--- src/rtl/aes_key_schedule_controller_pkg.sv ---
// aes_pkg: shared types and sizing for the AES-128 key-schedule controller
package aes_pkg;
  localparam int AES_NUM_ROUNDS  = 10;
  localparam int AES_BLOCK_BYTES = 16;
  localparam int AES_WORD_BYTES  = 4;
  localparam int AES_CNT_W       = 4;
  typedef enum logic [1:0] {IDLE, LOAD, EXPAND, DONE} ksc_state_t;
endpackage

--- src/rtl/aes_key_schedule_controller_if.sv ---
// aes_key_schedule_controller_if: handshake and strobe bundle between cipher control and the key-schedule sequencer
interface aes_key_schedule_controller_if;
  logic       start;
  logic       hold;
  logic       busy;
  logic       done;
  logic [3:0] round_counter;
  logic       read_key_in;
  logic       en_rot_word;
  logic       en_rcon;
  logic       add_modified_last_word_to_r0;
  logic       add_new_word_to_r4;
  logic       key_byte_valid;
  logic       err;
  modport master (
    output start, hold,
    input  busy, done, round_counter, read_key_in, en_rot_word, en_rcon,
           add_modified_last_word_to_r0, add_new_word_to_r4, key_byte_valid, err
  );
  modport slave (
    input  start, hold,
    output busy, done, round_counter, read_key_in, en_rot_word, en_rcon,
           add_modified_last_word_to_r0, add_new_word_to_r4, key_byte_valid, err
  );
endinterface

--- src/rtl/aes_key_schedule_controller_seq_counter.sv ---
// aes_ksc_seq_counter: byte counter (mod BLOCK_BYTES) cascaded into a saturating round counter
module aes_ksc_seq_counter
  import aes_pkg::*;
#(
  parameter int BLOCK_BYTES = AES_BLOCK_BYTES,
  parameter int NUM_ROUNDS  = AES_NUM_ROUNDS
) (
  input  logic                 clk,
  input  logic                 rst,
  input  logic                 clr,
  input  logic                 en,
  input  logic                 hold,
  output logic [AES_CNT_W-1:0] byte_cnt,
  output logic [AES_CNT_W-1:0] round,
  output logic                 last_byte
);
  assign last_byte = byte_cnt == AES_CNT_W'(BLOCK_BYTES - 1);
  // byte wrap bumps the round on the same edge; round stops at NUM_ROUNDS
  always_ff @(posedge clk) begin
    if (rst || clr) begin
      byte_cnt <= '0;
      round    <= '0;
    end else if (en && !hold) begin
      byte_cnt <= last_byte ? '0 : byte_cnt + 1'b1;
      if (last_byte && round != AES_CNT_W'(NUM_ROUNDS)) round <= round + 1'b1;
    end
  end
endmodule

--- src/rtl/aes_key_schedule_controller.sv ---
// aes_key_schedule_controller: byte-serial AES-128 key-schedule sequencer (optional sticky err via AES_KSC_ERR_EN)
module aes_key_schedule_controller
  import aes_pkg::*;
(
  input logic clk,
  input logic rst,
  aes_key_schedule_controller_if.slave bus
);
  ksc_state_t state, state_n;
  logic [AES_CNT_W-1:0] byte_cnt, round;
  logic last_byte, run, adv, in_exp, win;
  aes_ksc_seq_counter #(.BLOCK_BYTES(AES_BLOCK_BYTES), .NUM_ROUNDS(AES_NUM_ROUNDS)) u_cnt (
    .clk       (clk),
    .rst       (rst),
    .clr       (!run),
    .en        (run),
    .hold      (bus.hold),
    .byte_cnt  (byte_cnt),
    .round     (round),
    .last_byte (last_byte)
  );
  // sequencing advances only while active and not stalled by the cipher
  always_comb begin
    run     = state == LOAD || state == EXPAND;
    adv     = run && !bus.hold;
    in_exp  = state == EXPAND;
    win     = byte_cnt < AES_CNT_W'(AES_WORD_BYTES);
    state_n = state == IDLE   ? (bus.start ? LOAD : IDLE) :
              state == LOAD   ? ((adv && last_byte) ? EXPAND : LOAD) :
              state == EXPAND ? ((adv && last_byte && round == AES_CNT_W'(AES_NUM_ROUNDS)) ? DONE : EXPAND) :
                                IDLE;
  end
  // state register; reset aborts any run without a done pulse
  always_ff @(posedge clk) begin
    if (rst) state <= IDLE;
    else     state <= state_n;
  end
  // strobe decode from registered state and counters, silenced during hold
  always_comb begin
    bus.busy                         = run;
    bus.done                         = state == DONE;
    bus.round_counter                = run ? round : '0;
    bus.read_key_in                  = adv && state == LOAD;
    bus.key_byte_valid               = adv;
    bus.en_rot_word                  = adv && in_exp && win;
    bus.add_modified_last_word_to_r0 = adv && in_exp && win;
    bus.en_rcon                      = adv && in_exp && byte_cnt == '0;
    bus.add_new_word_to_r4           = adv && in_exp && !win;
  end
`ifdef AES_KSC_ERR_EN
  logic err_q;
  // sticky flag for a start that arrives while not idle; an accepted start clears it
  always_ff @(posedge clk) begin
    if (rst)            err_q <= 1'b0;
    else if (bus.start) err_q <= state != IDLE;
  end
  assign bus.err = err_q;
`else
  assign bus.err = 1'b0;
`endif
endmodule

--- src/flat_wrapper.sv ---
// flat-port wrapper written by rule: the top's interface ports become plain ports
module aes_key_schedule_controller_flat import aes_pkg::*;
  (clk, rst, bus_start, bus_hold, bus_busy, bus_done, bus_round_counter, bus_read_key_in, bus_en_rot_word, bus_en_rcon, bus_add_modified_last_word_to_r0, bus_add_new_word_to_r4, bus_key_byte_valid, bus_err);
  aes_key_schedule_controller_if bus_i ();
  input logic clk;
  input logic rst;
  input wire logic [$bits(bus_i.start)-1:0] bus_start;
  input wire logic [$bits(bus_i.hold)-1:0] bus_hold;
  output wire logic [$bits(bus_i.busy)-1:0] bus_busy;
  output wire logic [$bits(bus_i.done)-1:0] bus_done;
  output wire logic [$bits(bus_i.round_counter)-1:0] bus_round_counter;
  output wire logic [$bits(bus_i.read_key_in)-1:0] bus_read_key_in;
  output wire logic [$bits(bus_i.en_rot_word)-1:0] bus_en_rot_word;
  output wire logic [$bits(bus_i.en_rcon)-1:0] bus_en_rcon;
  output wire logic [$bits(bus_i.add_modified_last_word_to_r0)-1:0] bus_add_modified_last_word_to_r0;
  output wire logic [$bits(bus_i.add_new_word_to_r4)-1:0] bus_add_new_word_to_r4;
  output wire logic [$bits(bus_i.key_byte_valid)-1:0] bus_key_byte_valid;
  output wire logic [$bits(bus_i.err)-1:0] bus_err;
  assign bus_i.start = bus_start;
  assign bus_i.hold = bus_hold;
  assign bus_busy = bus_i.busy;
  assign bus_done = bus_i.done;
  assign bus_round_counter = bus_i.round_counter;
  assign bus_read_key_in = bus_i.read_key_in;
  assign bus_en_rot_word = bus_i.en_rot_word;
  assign bus_en_rcon = bus_i.en_rcon;
  assign bus_add_modified_last_word_to_r0 = bus_i.add_modified_last_word_to_r0;
  assign bus_add_new_word_to_r4 = bus_i.add_new_word_to_r4;
  assign bus_key_byte_valid = bus_i.key_byte_valid;
  assign bus_err = bus_i.err;
  aes_key_schedule_controller u_core (.clk(clk), .rst(rst), .bus(bus_i));
endmodule
--- config.mk ---
export PLATFORM = sky130hd
export DESIGN_NAME = aes_key_schedule_controller_flat
export DESIGN_NICKNAME = d
export VERILOG_FILES = /design/src/rtl/aes_key_schedule_controller_pkg.sv /design/src/rtl/aes_key_schedule_controller_if.sv /design/src/rtl/aes_key_schedule_controller_seq_counter.sv /design/src/rtl/aes_key_schedule_controller.sv /design/src/flat_wrapper.sv
export SDC_FILE = /design/constraint.sdc
export NUM_CORES = 1
export LEC_CHECK = 0
export CORE_ASPECT_RATIO = 0.7
export CORE_MARGIN = 2
export CORE_UTILIZATION = 36
export CTS_BUF_LIST = sky130_fd_sc_hd__clkbuf_8 sky130_fd_sc_hd__clkbuf_16
export DETAILED_ROUTE_END_ITERATION = 10
export PLACE_DENSITY = 0.69
export SLEW_MARGIN = 20
export SYNTH_ARGS = -nofsm -noshare
export SYNTH_HDL_FRONTEND = slang
export SYNTH_SLANG_ARGS = --single-unit
--- constraint.sdc ---
create_clock -name clk -period 1.9 [get_ports clk]
set_input_delay 0.38 -clock clk [delete_from_list [all_inputs] [get_ports clk]]
set_output_delay 0.38 -clock clk [all_outputs]
set_load 0.005 [all_outputs]
==> metrics <==
dpl hpwl 1.14 mm; Final #Nets 119; Logic pwr share 0.123; Max VDD drop 0.317 mV; Synth Flop Type dfxtp_1; Clk pwr share 0.497; initial antenna violation count 0; number of synthesized flops with an enable pin 0; fmax 545 MHz; Final period util 0.965; final wirelength 1.50 mm; sequential share of power 0.380; Final GP Congestion 0.769; crit-path max FO 3; status finished, final reports clean; Crit. End Element output port; cell type with the largest total area after synthesis dfxtp_1; vias per inst 4.88; Power Density 579 nW/µm²; Power Total 563 µW; post-route design area 972 µm²; cell area after synthesis 672 µm²; count of cell types in the netlist 32; DP Cell Count 123; fillers 191; DRC Markers 0; worst path required time 1.52 ns; Seq/Total Area, Yosys 0.298; share of layout cells above drive strength 1 0.255; RSZ-0062 raised after global routing false; syn nets 92; CTS sink cnt 10; pre-CTS setup slack -0.383 ns; Leakage 0.000433 µW; Core ar. 1810 µm²; sw frac 0.227; Initial Util 0.372; Area Overhead vs Synth 44.7%; Synth top area share 0.298; grt ovf 0; WL/cell 11.7 µm; minimum clock period 1.83 ns; die height 40.1 µm; max_cap viols 0; DRT iter0 DRCs 3; clock latency on the worst-skew pair 0.24 ns; die area 2230 µm²; Ant. Diodes 0; final worst slack 0.0665 ns; Global Route Usage Sum 0.158; hold buffer count at CTS 0; setup TNS 0 ns; Inserted Clock Buffers 3; vias 625; sw power 128 µW; clk buf depth 2; DRT antenna net count 0; clk_skew 0.00157 ns; Finished Layout Cells 128; leading cell type by number of instances after synthesis dfxtp_1; post-synthesis async set-or-reset flop share 0; first-pass GRT wire length 2.53 mm; final setup fails 0; Ports 17; Port Buf Inserts 15; vias in the first global route 575; drt first pass iters 4; syn avg cell area 8.40 µm²; H-tree levels 1; class of the worst hold path register to register; Arr. time, crit path 1.45 ns; die width 55.6 µm; top cells by area, synth dfxtp_1, ha_1, inv_1, and2_1, a21oi_1; flops & latches, synth 10; Post-Syn Instances 80; final hold vios 0; CTS tree done; Synth Warn # 0; WS Path Type primary input to output port; Post-DP Area 901 µm²; P_int 436 µW; Pins Over Slew Limit 0; top cells by count, synth dfxtp_1, ha_1, inv_1; num rows 13; Worst-path clk slew 0.05 ns; largest net degree at the start of global routing 11; Root Driver clkbuf_8; Worst setup SP type primary input
## per-stage QoR
stage / util / hold slack, ns
global route: 0.538 / 0.569
CTS: 0.538 / 0.512
global placement: 0.499 / 0.496
detailed placement: 0.499 / 0.503
finish: 0.538 / 0.512
floorplan: - / 0.457
## layer usage
metal	share of wire	vias up	wire length (µm)	GRT usage
met5	0	-	0	0
met4	0.023	0	35	0.0915
met3	0.046	5	69	0.0581
met2	0.44	13	662	0.265
met1	0.49	280	728	0.181
li1	-	327	-	-
## cells in the final DEF, fill, tap and decap left out, drive strengths merged
| cell | n |
|---|---|
| buf | 12 |
| dfxtp | 10 |
| dlygate4sd2 | 8 |
| ha | 8 |
| inv | 7 |
| nor2 | 5 |
| clkbuf | 5 |
| and2 | 4 |
| nand3 | 4 |
| a21oi | 4 |
| clkdlybuf4s50 | 4 |
| nor2b | 3 |
| nor3 | 3 |
| and4 | 2 |
| or3 | 2 |
| mux2i | 2 |
| nand3b | 2 |
| a31oi | 2 |
| o31ai | 2 |
| o21ai | 2 |
| nand2b | 2 |
| nand2 | 2 |
| and3b | 1 |
| and4b | 1 |
| nand4 | 1 |
| xor2 | 1 |
| or4 | 1 |
| a21boi | 1 |
| a41o | 1 |
| o21a | 1 |
| xnor2 | 1 |
| conb | 1 |
| clkdlybuf4s15 | 1 |
## kinds of logic after synthesis
| group | count (synthesis) | synth area share |
|---|---|---|
| AND/OR/NAND/NOR | 33 | 0.294 |
| multiplexers | 2 | 0.0298 |
| other | 1 | 0.00558 |
| adder cells (fa/ha/maj) | 8 | 0.149 |
| flip-flops | 10 | 0.298 |
| buffers and inverters | 11 | 0.0745 |
| XOR/XNOR | 2 | 0.0261 |
| AO/OA/AOI/OAI | 13 | 0.123 |
## sequential cells by signal, summed over array words and instances, names as in the netlist
name                   cells
u_core.state               2
u_core.u_cnt.byte_cnt      4
u_core.u_cnt.round         4
## worst max-delay path, stage by stage
cell and delay (ns):
clkdlybuf4s50_1 0.41, nand2b_2 0.20, inv_2 0.07, nand2_2 0.06, nor3_2 0.19, buf_2 0.14
## power by group through the flow
stage,clock network (µW),registers (µW),logic (µW)
global placement,0,218,63.0
finish,280,214,69.3
detailed placement,0,218,64.5
floorplan,0,218,28.9
global route,297,214,76.0
CTS,290,214,67.5
## final timing paths
path | cells past startpoint | from | slack (ns) | end
max | 6 | bus_hold | 0.07 | bus_add_modified_last_word_to_r0
max reg2reg | 6 | u_core.state[1] | 0.30 | u_core.u_cnt.round[3]
min | 2 | u_core.u_cnt.round[3] | 0.51 | u_core.u_cnt.round[3]
min reg2reg | 2 | u_core.u_cnt.round[3] | 0.51 | u_core.u_cnt.round[3]
## timing repair
action | CTS | global route
pin swaps | 0 | 1
resized for setup | 22 | 5
buffers inserted | 0 | 1
endpoints found under the setup margin | 11 | 3
gates cloned | 0 | 0
## final cells by class
class	instances	area, µm²	area share
multi-input combinational	59	444	0.457
sequential	10	203	0.208
timing repair buffer	26	216	0.223
tap	22	27.5	0.0283
inverter	7	26.3	0.0270
clock buffer	4	55.1	0.0566
No activity file was read; power rests on OpenSTA's default activity.
